===== config.mk =====
export PLATFORM = sky130hd
export DESIGN_NAME = input_stage
export DESIGN_NICKNAME = d
export VERILOG_FILES = /design/src/rtl/input_stage_pkg.sv /design/src/rtl/input_stage_rx_lane.sv /design/src/rtl/input_stage.sv
export SDC_FILE = /design/constraint.sdc
export NUM_CORES = 1
export LEC_CHECK = 0
export ABC_AREA = 1
export CORE_MARGIN = 2
export CORE_UTILIZATION = 40
export DETAILED_ROUTE_END_ITERATION = 8
export DONT_BUFFER_PORTS = 1
export HOLD_SLACK_MARGIN = 0.03
export PLACE_DENSITY = 0.52
export SKIP_LAST_GASP = 1
export SYNTH_ARGS = -nofsm -noshare
export SYNTH_HDL_FRONTEND = slang
export SYNTH_SLANG_ARGS = --single-unit
export TNS_END_PERCENT = 10

===== constraint.sdc =====
create_clock -name clk_in16x -period 4.9 [get_ports clk_in16x]
set_clock_uncertainty 0.15 [all_clocks]
set_input_delay 0.98 -clock clk_in16x [delete_from_list [all_inputs] [get_ports clk_in16x]]
set_output_delay 0.98 -clock clk_in16x [all_outputs]
set_load 0.03 [all_outputs]

===== src/rtl/input_stage_pkg.sv =====
// Shared constants and the bit-serial CRC-16-CCITT step used by the input stage.
//   WORD_W   : payload word width
//   NUM_CH   : number of serial lanes
//   CRC_POLY : CRC-16-CCITT generator (non-reflected)
//   CRC_INIT : CRC register seed at frame start
package input_stage_pkg;

    localparam int unsigned WORD_W   = 16;
    localparam int unsigned NUM_CH   = 8;
    localparam logic [15:0] CRC_POLY = 16'h1021;
    localparam logic [15:0] CRC_INIT = 16'hFFFF;

    // Advance the CRC register by one received bit, MSB-first, no reflection.
    function automatic logic [15:0] crc16_next(input logic [15:0] crc, input logic din);
        logic fb;
        fb = crc[15] ^ din;
        return {crc[14:0], 1'b0} ^ (fb ? CRC_POLY : 16'h0000);
    endfunction

endpackage


===== src/rtl/input_stage_rx_lane.sv =====
// One serial receive lane: shift register, bit counter, running CRC,
// pending word register and a single-entry hold buffer toward the arbiter.
// Ports:
//   clk, rst          : clock, synchronous active-high reset
//   din, vld          : serial bit and bit-valid (one high run = one frame)
//   grant             : arbiter takes the hold buffer this cycle
//   hold_vld/hold_data: hold buffer contents offered to the arbiter
//   frame_done, crc_err, frm_err, ovf : one-cycle status pulses
module rx_lane
    import input_stage_pkg::*;
(
    input  logic              clk,
    input  logic              rst,
    input  logic              din,
    input  logic              vld,
    input  logic              grant,
    output logic              hold_vld,
    output logic [WORD_W-1:0] hold_data,
    output logic              frame_done,
    output logic              crc_err,
    output logic              frm_err,
    output logic              ovf
);

    localparam int unsigned CNT_W = $clog2(WORD_W);

    logic [WORD_W-1:0] shift_q, shift_d;
    logic [CNT_W-1:0]  cnt_q, cnt_d;
    logic [15:0]       crc_q, crc_d;
    logic              in_frame_q, in_frame_d;
    logic              got_word_q, got_word_d;
    logic [WORD_W-1:0] pend_q, pend_d;
    logic              pend_vld_q, pend_vld_d;
    logic [WORD_W-1:0] hold_q, hold_d;
    logic              hold_vld_q, hold_vld_d;
    logic              frame_done_q, frame_done_d;
    logic              crc_err_q, crc_err_d;
    logic              frm_err_q, frm_err_d;
    logic              ovf_q, ovf_d;
    logic [WORD_W-1:0] word_c;

    // Next-state: bit capture, word completion, pending->hold move, frame end.
    always_comb begin : lane_next
        shift_d      = shift_q;
        cnt_d        = cnt_q;
        crc_d        = crc_q;
        in_frame_d   = in_frame_q;
        got_word_d   = got_word_q;
        pend_d       = pend_q;
        pend_vld_d   = pend_vld_q;
        hold_d       = hold_q;
        hold_vld_d   = hold_vld_q;
        frame_done_d = 1'b0;
        crc_err_d    = 1'b0;
        frm_err_d    = 1'b0;
        ovf_d        = 1'b0;
        word_c       = {shift_q[WORD_W-2:0], din};

        if (grant) begin
            hold_vld_d = 1'b0;
        end

        if (vld) begin
            in_frame_d = 1'b1;
            shift_d    = word_c;
            cnt_d      = cnt_q + CNT_W'(1);
            crc_d      = crc16_next(crc_q, din);
            if (cnt_q == CNT_W'(WORD_W - 1)) begin
                got_word_d = 1'b1;
                pend_d     = word_c;
                pend_vld_d = 1'b1;
                // Older pending word is now known to be payload, not CRC.
                if (pend_vld_q) begin
                    if (hold_vld_q && !grant) begin
                        ovf_d = 1'b1;
                    end else begin
                        hold_d     = pend_q;
                        hold_vld_d = 1'b1;
                    end
                end
            end
        end else if (in_frame_q) begin
            // Frame end: pending word is the CRC and is discarded.
            in_frame_d   = 1'b0;
            frame_done_d = 1'b1;
            frm_err_d    = (cnt_q != '0) || !got_word_q;
            crc_err_d    = !frm_err_d && (crc_q != 16'h0000);
            shift_d      = '0;
            cnt_d        = '0;
            crc_d        = CRC_INIT;
            got_word_d   = 1'b0;
            pend_vld_d   = 1'b0;
        end
    end

    // State registers.
    always_ff @(posedge clk) begin : lane_regs
        if (rst) begin
            shift_q      <= '0;
            cnt_q        <= '0;
            crc_q        <= CRC_INIT;
            in_frame_q   <= 1'b0;
            got_word_q   <= 1'b0;
            pend_q       <= '0;
            pend_vld_q   <= 1'b0;
            hold_q       <= '0;
            hold_vld_q   <= 1'b0;
            frame_done_q <= 1'b0;
            crc_err_q    <= 1'b0;
            frm_err_q    <= 1'b0;
            ovf_q        <= 1'b0;
        end else begin
            shift_q      <= shift_d;
            cnt_q        <= cnt_d;
            crc_q        <= crc_d;
            in_frame_q   <= in_frame_d;
            got_word_q   <= got_word_d;
            pend_q       <= pend_d;
            pend_vld_q   <= pend_vld_d;
            hold_q       <= hold_d;
            hold_vld_q   <= hold_vld_d;
            frame_done_q <= frame_done_d;
            crc_err_q    <= crc_err_d;
            frm_err_q    <= frm_err_d;
            ovf_q        <= ovf_d;
        end
    end

    assign hold_vld   = hold_vld_q;
    assign hold_data  = hold_q;
    assign frame_done = frame_done_q;
    assign crc_err    = crc_err_q;
    assign frm_err    = frm_err_q;
    assign ovf        = ovf_q;

endmodule


===== src/rtl/input_stage.sv =====
// Eight-lane serial input stage: per-lane deserialisers feed a round-robin
// arbiter and a single registered valid/ready output word.
// Ports:
//   clk_in16x, rst                : clock, synchronous active-high reset
//   data_in_chN, data_vld_chN     : serial lane bit and bit-valid, N = 1..8
//   m_valid, m_ready, m_data, m_ch: output word handshake, payload, source lane
//   frame_done, crc_err, frm_err, ovf : per-lane one-cycle status pulses
module input_stage #(
    parameter int unsigned NUM_CH = input_stage_pkg::NUM_CH,
    parameter int unsigned WORD_W = input_stage_pkg::WORD_W
) (
    input  logic                      clk_in16x,
    input  logic                      rst,
    input  logic                      data_in_ch1,
    input  logic                      data_in_ch2,
    input  logic                      data_in_ch3,
    input  logic                      data_in_ch4,
    input  logic                      data_in_ch5,
    input  logic                      data_in_ch6,
    input  logic                      data_in_ch7,
    input  logic                      data_in_ch8,
    input  logic                      data_vld_ch1,
    input  logic                      data_vld_ch2,
    input  logic                      data_vld_ch3,
    input  logic                      data_vld_ch4,
    input  logic                      data_vld_ch5,
    input  logic                      data_vld_ch6,
    input  logic                      data_vld_ch7,
    input  logic                      data_vld_ch8,
    output logic                      m_valid,
    input  logic                      m_ready,
    output logic [WORD_W-1:0]         m_data,
    output logic [$clog2(NUM_CH)-1:0] m_ch,
    output logic [NUM_CH-1:0]         frame_done,
    output logic [NUM_CH-1:0]         crc_err,
    output logic [NUM_CH-1:0]         frm_err,
    output logic [NUM_CH-1:0]         ovf
);

    import input_stage_pkg::*;

    localparam int unsigned CH_W = $clog2(NUM_CH);

    logic [7:0]        din_all;
    logic [7:0]        vld_all;
    logic [NUM_CH-1:0] hold_vld;
    logic [NUM_CH-1:0] grant_c;
    logic [WORD_W-1:0] hold_data [NUM_CH];

    logic [CH_W-1:0]   ptr_q, ptr_d;
    logic [CH_W-1:0]   gnt_idx_c;
    logic [CH_W:0]     sum_c;
    logic [CH_W-1:0]   idx_c;
    logic              gnt_vld_c;
    logic              out_free_c;

    logic              m_valid_q, m_valid_d;
    logic [WORD_W-1:0] m_data_q, m_data_d;
    logic [CH_W-1:0]   m_ch_q, m_ch_d;

    assign din_all = {data_in_ch8, data_in_ch7, data_in_ch6, data_in_ch5,
                      data_in_ch4, data_in_ch3, data_in_ch2, data_in_ch1};
    assign vld_all = {data_vld_ch8, data_vld_ch7, data_vld_ch6, data_vld_ch5,
                      data_vld_ch4, data_vld_ch3, data_vld_ch2, data_vld_ch1};

    for (genvar g = 0; g < NUM_CH; g++) begin : g_lane
        rx_lane u_lane (
            .clk        (clk_in16x),
            .rst        (rst),
            .din        (din_all[g]),
            .vld        (vld_all[g]),
            .grant      (grant_c[g]),
            .hold_vld   (hold_vld[g]),
            .hold_data  (hold_data[g]),
            .frame_done (frame_done[g]),
            .crc_err    (crc_err[g]),
            .frm_err    (frm_err[g]),
            .ovf        (ovf[g])
        );
    end

    // Round-robin pick: first full hold buffer at or after ptr_q.
    always_comb begin : arb
        gnt_vld_c  = 1'b0;
        gnt_idx_c  = ptr_q;
        grant_c    = '0;
        sum_c      = '0;
        idx_c      = '0;
        out_free_c = !m_valid_q || m_ready;
        for (int unsigned i = 0; i < NUM_CH; i++) begin
            sum_c = {1'b0, ptr_q} + (CH_W+1)'(i);
            if (sum_c >= (CH_W+1)'(NUM_CH)) begin
                sum_c = sum_c - (CH_W+1)'(NUM_CH);
            end
            idx_c = sum_c[CH_W-1:0];
            if (out_free_c && !gnt_vld_c && hold_vld[idx_c]) begin
                gnt_vld_c = 1'b1;
                gnt_idx_c = idx_c;
            end
        end
        if (gnt_vld_c) begin
            grant_c[gnt_idx_c] = 1'b1;
        end
    end

    // Output register load/release and arbiter pointer advance.
    always_comb begin : out_next
        m_valid_d = m_valid_q;
        m_data_d  = m_data_q;
        m_ch_d    = m_ch_q;
        ptr_d     = ptr_q;
        if (gnt_vld_c) begin
            m_valid_d = 1'b1;
            m_data_d  = hold_data[gnt_idx_c];
            m_ch_d    = gnt_idx_c;
            ptr_d     = (gnt_idx_c == CH_W'(NUM_CH - 1)) ? '0 : gnt_idx_c + CH_W'(1);
        end else if (m_ready) begin
            m_valid_d = 1'b0;
        end
    end

    // Output and arbiter registers.
    always_ff @(posedge clk_in16x) begin : out_regs
        if (rst) begin
            m_valid_q <= 1'b0;
            m_data_q  <= '0;
            m_ch_q    <= '0;
            ptr_q     <= '0;
        end else begin
            m_valid_q <= m_valid_d;
            m_data_q  <= m_data_d;
            m_ch_q    <= m_ch_d;
            ptr_q     <= ptr_d;
        end
    end

    assign m_valid = m_valid_q;
    assign m_data  = m_data_q;
    assign m_ch    = m_ch_q;

endmodule


# Word level (Yosys, flattened, before mapping)
# Index checks and enable logic that the tools add are counted.
# totals
output_inout_bits,52
regBits,615
input_bits,19
elab_cells,556
# classes
reduce_logical,146
order_cmp,19
eq_ne,17
n_addsub,24
muxes,193
bitwise_logic,57
# ops
op,n
16-bit two-way mux,18
15-bit two-way mux,16
16-bit nonzero test,8
16-bit bitwise XOR,8
1-bit two-way mux,107
13-bit two-way mux,8
4-bit two-way mux,16
3-bit two-way mux,17
16-bit binary-select mux with 3-bit select,1
1-bit NOT,40
"3-bit by 4-bit < comparator with 1-bit output, second input constant",9
"4-bit by 1-bit adder with 4-bit output, second input constant",8
"4-bit == test, second input constant",8
"4-bit >= comparator, second input constant",8
1-bit logical AND,32
1-bit zero test,32
2-bit AND reduction,16
4-bit AND reduction,8
4-bit nonzero test,8
4-bit OR reduction,8
1-bit binary-select mux with 3-bit select,8
3-bit OR reduction,8
"3-bit by 1-bit subtractor with 3-bit output, second input constant",8
2-bit nonzero test,9
14 further kinds,47

# Depth between registers and ports, before layout
# logic_depth
ltp_word,45
depth_mapped,27
depth_no_buf,25

# By module
# From an unflattened synthesis, not the netlist that was laid out.
# hier_totals
hier_cells,3673
hier_area_um2,26399.1
# modules_own_cells
module,cells_each,instances,area_per_inst_um2
rx_lane,379,8,2894.0
input_stage,641,1,3246.9

# Least setup slack after synthesis
# OpenSTA, ideal clock, no wires.
# synth_path
kind,input to register
start,input m_ready
end,register g_lane[1].u_lane.hold_q[10]
stages,16
arrival_time_ns,2.993
setup_time_ns,0.132
slack_ns,1.625
cell_sequence,nor2_2 -> inv_1 -> buf_2 -> nand3_1 -> nand4_4 -> nor3_4 -> nand4_4 -> nand2_4 -> nand2_2 -> nor2_2 -> nand3_2 -> nand2_4 -> nand2_2 -> buf_4 -> nand2_1 -> a21oi_1
# synth_via
elab_chain_cells,40
word_cells_on_any_way,49
classes_between,order compare (2); mux (19); bitwise (1); reduce/logical (27)
# synth_rtl
item,line_no,text
from (decl),input_stage.sv:31,"input logic m_ready,"
1-bit logical OR (*),input_stage.sv:89,out_free_c = !m_valid_q || m_ready;
1-bit logical AND,input_stage.sv:96,if (out_free_c && !gnt_vld_c && hold_vld[idx_c]) begin
1-bit two-way mux,input_stage.sv:96,
1-bit zero test,input_stage.sv:96,
1-bit logical AND (2 in a row),input_stage.sv:96,
1-bit two-way mux,input_stage.sv:96,
1-bit zero test,input_stage.sv:96,
1-bit logical AND (2 in a row),input_stage.sv:96,
[22 not listed],-,
1-bit logical AND (implied by the code),input_stage.sv:102,grant_c[gnt_idx_c] = 1'b1;
1-bit two-way mux (implied by the code),input_stage.sv:102,
1-bit demux with 3-bit select,input_stage.sv:102,
8-bit two-way mux (*),input_stage.sv:101,if (gnt_vld_c) begin
1-bit zero test (*),input_stage_rx_lane.sv:74,if (hold_vld_q && !grant) begin
1-bit logical AND (*),input_stage_rx_lane.sv:74,
1-bit NOT (no line) (*),-,
4-bit AND reduction (no line) (*),-,
to (signal assigned),input_stage_rx_lane.sv:120,hold_q <= hold_d;
to (decl),input_stage_rx_lane.sv:34,"logic [WORD_W-1:0] hold_q, hold_d;"
# Mark *: on every way between the ends. The rest lies on a longest branch, timed or not.
# A chain may end at the register's enable or synchronous reset.

# Final worst setup path
# layout_path
start,register ptr_q[1]
end,register g_lane[1].u_lane.hold_q[12]
# layout_via
elab_chain_cells,43
word_cells_on_any_way,95
classes_between,add/sub (15); order compare (10); mux (43); bitwise (1); reduce/logical (26)
# layout_rtl
item,line_no,text
from (decl),input_stage.sv:50,"logic [CH_W-1:0] ptr_q, ptr_d;"
from (signal assigned),input_stage.sv:133,ptr_q <= ptr_d;
branches (longest 38 deep; another with 3-bit by 1-bit adder with 4-bit output),-,
8-bit two-way mux (*),input_stage.sv:101,
1-bit zero test (*),input_stage_rx_lane.sv:74,
1-bit logical AND (*),input_stage_rx_lane.sv:74,
1-bit NOT (no line) (*),-,
4-bit AND reduction (no line) (*),-,
# Every way passes the cells marked *. The select of a mux whose other input is x is not followed.

==> results <==
- The distinct cell type count after synthesis is slightly above 40.
- The antenna violation net count after detailed routing is 0.
- In this run the most used layer during global routing was met2.
- The half-perimeter wire length after placement is 40200 um.
- The library cell used most frequently in the layout, excluding fill and tap cells, is sky130_fd_sc_hd__dfxtp_1.
- When the netlist entered floorplanning its net count stood at between 3000 and 4000.
- The count of endpoints failing setup in the final report is 0.
- Global routing used between 20% and 30% of the available met2 tracks.
- The startpoint type of the worst setup path is a register.
- Global routing used a little over a quarter of the available met1 tracks.
- The number of buffer cells added on primary ports is 0.
- The initial antenna violation count was 2.
- The initial utilization of the core area, before any placement, comes to ~40%.
- The worst vdd rail ir drop is 0.625 mV.
- Cells with a size suffix above 1 make up around 6.6% of the layout.
- The slew at the pin closest to its max-slew limit is ~1100 ps.
- After clock tree synthesis, the repair step resized 0 gates.
- The max-slew violation total from the final report is 0.
- In this run, CTS created clock tree buffers numbering between 60 and 70.
- After routing, the total negative slack on setup checks comes to 0 ps.
- The cell area that synthesis handed to floorplanning was 25000 um2.
- The floorplan has 91 rows.
- The vertical die dimension is approximately 250 um.
- In this run the worst path has a maximum fanout of 35.
- The fraction of the cycle the final worst path needs is just under 90%.
- The library cells used most frequently in the layout, excluding fill and tap cells, are sky130_fd_sc_hd__dfxtp_1 (615), sky130_fd_sc_hd__nand2_1 (531), sky130_fd_sc_hd__inv_1 (422).
- In the global route stage, met3 resource usage came out at under 10%.
- After floorplanning, the core was sized to cover 61700 um2.
- In the routed layout, each cell is associated on average with a via count of approximately 5.
- The hold buffer count at cts is 0.
- The area growth from synthesis to layout is 9.75%.
- The detailed router placed between 15000 and 20000 vias in this run.
- The worst hold path belongs to the class reg -> reg.
- After routing the design area is between 20000 and 30000 um2.
- The floorplan step defined a die boundary enclosing roughly 64000 um2.
- The count of buffers added by post-CTS timing repair for setup is 0.
- The detailed-route wire length is slightly above 60000 um.
- After clock tree synthesis, the clock-pin slew on the worst setup and hold paths is 60 ps.
- The post-place instance area is between 20000 and 30000 um2.
- The die width is 254 um.
- The number of optimization iterations in the first detailed-route pass is 7.
- Setup repair after global routing left no endpoint under its margin.
- Synthesis produced 3133 cells.
- The analysis attributes to cell leakage a power of around 0.010 uW.
- After synthesis the netlist holds a flip-flop and latch count of approximately 620.
- After detailed routing, the average wire length per cell comes to approximately 16 um.
- Yosys printed 0 warnings.
- Entering global routing, the biggest net connects around 280 pins.
- The flow ran to the end, and the final reports show no timing, DRC or antenna violations.
- After detailed routing, the number of remaining DRC violations is 0.
- The number of maximum-capacitance violations is 0.
- Per report_power, the clock group accounts for 36.7% of the total.
- The fmax is approximately 0.24 GHz.
- Per report_power, the combinational group accounts for 26.8% of the total.
- Summed over all nets, the switching power comes to between 5000 and 6000 uW.
- The number of buffers on the longest clock path is 3.
- The most frequently used flop master after synthesis is sky130_fd_sc_hd__dfxtp_1.
- The count of placed standard cells including taps is approximately 3800.
- Registers are responsible for about 37% of the overall power.
- In this run the mean area of a mapped cell was ~8 um2.
- The clock period minus final worst setup slack is around 4300 ps.
- The data required time of the worst path is around 5200 ps.
- In this run the tightest slew margin relative to its limit is between 20% and 30%.
- By startpoint and endpoint, the worst setup path is classified as reg -> reg.
- The internal power component is between 9000 and 10000 uW.
- The net count of the finished layout is 3032.
- The clock network latency to the later pin of the worst-skew pair is roughly 600 ps.
- In this run the count of I/O pins placed on the die edge is 71.
- The sequential fraction of the synthesis area is 49.3%.
- After the first detailed-routing iteration, the DRC count stood at 1329.
- The number of global-route vias before repair came to between 15000 and 20000.
- The number of enable-type register cells in the synthesized netlist is 0.
- TritonCTS built the clock tree.
- The final weighted congestion of routability-driven global placement is 0.860.
- The overall track demand over capacity in global routing is about a fifth.
- Of the total power, the share spent switching nets is 36.2%.
- The final non-filler cell total is 3885.
- The count of final hold-check violations is 0.
- The first global-routing pass estimated about 100000 um of wire.
- The global route total overflow is 0.
- The cell area power density is 525 nW/um2.
- The H-tree generated during clock tree synthesis spans 3 levels.
- For this run, asynchronously set or reset flops after synthesis account for 0%.
- The clock sink total is a little over 600.
- The data arrival time of the critical path is roughly 4600 ps.
- The clock root buffer master is sky130_fd_sc_hd__clkbuf_16.
- The core occupancy in the finished layout is approximately 44%.
- The worst setup path is captured at a register.
[logic make-up after synthesis]
logic type	Yosys count	share of synthesized area [%]
compound gates	736	18.8
xor+xnor	20	0.732
fa+ha+maj	18	0.903
buf+inv	673	11.4
flops	615	49.3
simple gates	1071	18.9
[critical path, cell delays in order (launching register included)]
cell                       delay, ps
sky130_fd_sc_hd__dfxtp_1         510
sky130_fd_sc_hd__inv_2           150
sky130_fd_sc_hd__ha_1            390
sky130_fd_sc_hd__inv_1           210
sky130_fd_sc_hd__nand3_1         120
sky130_fd_sc_hd__nand2_2         140
sky130_fd_sc_hd__nand2_1          60
sky130_fd_sc_hd__nand3_1         100
sky130_fd_sc_hd__clkinv_1        140
sky130_fd_sc_hd__nor3_4          310
sky130_fd_sc_hd__nand4_4         190
sky130_fd_sc_hd__nand3_1         150
sky130_fd_sc_hd__nand2_2         120
sky130_fd_sc_hd__inv_2           460
sky130_fd_sc_hd__nand3_2         230
sky130_fd_sc_hd__nand2_4         240
sky130_fd_sc_hd__nand2_2         230
sky130_fd_sc_hd__nand2_1         150
sky130_fd_sc_hd__a21oi_1          70
[per-layer routing]
layer	share of wire, %	wire [um]
met5	0	0
met3	3.5	2120
met1	49	29800
met4	2.1	1300
met2	45	27200
[sequential cells by signal, summed over array words and instances, names as in the netlist]
name	flops
g_lane.u_lane.ovf	8
g_lane.u_lane.in_frame_q	8
g_lane.u_lane.crc_q	128
g_lane.u_lane.got_word_q	8
m_valid	1
g_lane.u_lane.hold_vld	8
m_ch	3
m_data	16
ptr_q	3
g_lane.u_lane.cnt_q	32
g_lane.u_lane.hold_data	128
g_lane.u_lane.shift_q	120
g_lane.u_lane.frame_done	8
g_lane.u_lane.frm_err	8
g_lane.u_lane.pend_q	128
g_lane.u_lane.crc_err	8
[cell type report]
cell class / count / area [um2]
clock buffer: 104 / 2090
inverter: 438 / 1650
antenna: 1 / 2.50
fill: 6231 / 34300
clock inverter: 19 / 249
timing repair buffer: 26 / 208
multi-input combinational: 1845 / 9820
sequential: 615 / 12300
tap: 837 / 1050
[worst paths after layout]
check	start	endpoint	slack [ps]	cells after the start
setup / recovery	ptr_q[1]$_SDFFE_PP0P_	g_lane[1].u_lane.hold_data[12]$_SDFFE_PP0P_	650	18
hold / removal	g_lane[5].u_lane.pend_q[8]$_SDFFE_PP0P_	g_lane[5].u_lane.pend_q[8]$_SDFFE_PP0P_	300	2
setup reg to reg	ptr_q[1]$_SDFFE_PP0P_	g_lane[1].u_lane.hold_data[12]$_SDFFE_PP0P_	650	18
hold reg to reg	g_lane[5].u_lane.pend_q[8]$_SDFFE_PP0P_	g_lane[5].u_lane.pend_q[8]$_SDFFE_PP0P_	300	2
[cell usage after synthesis, types with 5 or more instances]
master / n / area, um2
sky130_fd_sc_hd__a211oi_1: 8 / 60.1
sky130_fd_sc_hd__a21oi_1: 299 / 1500
sky130_fd_sc_hd__a32o_1: 42 / 420
sky130_fd_sc_hd__a41oi_1: 8 / 70.1
sky130_fd_sc_hd__buf_1: 15 / 56.3
sky130_fd_sc_hd__buf_2: 17 / 85.1
sky130_fd_sc_hd__buf_4: 50 / 375
sky130_fd_sc_hd__buf_6: 13 / 146
sky130_fd_sc_hd__clkbuf_1: 140 / 526
sky130_fd_sc_hd__clkinv_1: 6 / 22.5
sky130_fd_sc_hd__dfxtp_1: 615 / 12300
sky130_fd_sc_hd__ha_1: 18 / 225
sky130_fd_sc_hd__inv_1: 423 / 1590
sky130_fd_sc_hd__inv_2: 9 / 33.8
sky130_fd_sc_hd__nand2_1: 531 / 1990
sky130_fd_sc_hd__nand2_2: 19 / 119
sky130_fd_sc_hd__nand2_4: 8 / 90.1
sky130_fd_sc_hd__nand3_1: 205 / 1030
sky130_fd_sc_hd__nand3_2: 6 / 60.1
sky130_fd_sc_hd__nand4_1: 15 / 93.8
sky130_fd_sc_hd__nor2_1: 200 / 751
sky130_fd_sc_hd__nor3_1: 34 / 170
sky130_fd_sc_hd__nor4_1: 37 / 231
sky130_fd_sc_hd__o21ai_0: 177 / 886
sky130_fd_sc_hd__o22ai_1: 10 / 62.6
sky130_fd_sc_hd__o32ai_1: 184 / 1610
sky130_fd_sc_hd__or2_2: 6 / 37.5
sky130_fd_sc_hd__xnor2_1: 14 / 123
sky130_fd_sc_hd__xor2_1: 5 / 43.8
[stage by stage]
| step | hold slack, ps | worst slack, ps | power, uW |
|---|---|---|---|
| floorplan | 274 | 1630 | 8580 |
| global placement | 295 | 790 | 9180 |
| detailed placement | 298 | 711 | 9190 |
| CTS | 294 | 699 | 14500 |
| global route | 296 | 214 | 15100 |
| finish | 305 | 650 | 14400 |
[power by group through the flow]
| stage | clock network (uW) | logic, uW | registers, uW |
|---|---|---|---|
| after floorplan | 0 | 3250 | 5320 |
| after CTS | 5440 | 3840 | 5250 |
| after global placement | 0 | 3820 | 5360 |
| after global routing | 5620 | 4250 | 5260 |
| final | 5270 | 3850 | 5250 |
| after detailed placement | 0 | 3830 | 5360 |
No activity file was read; power rests on OpenSTA's default activity.
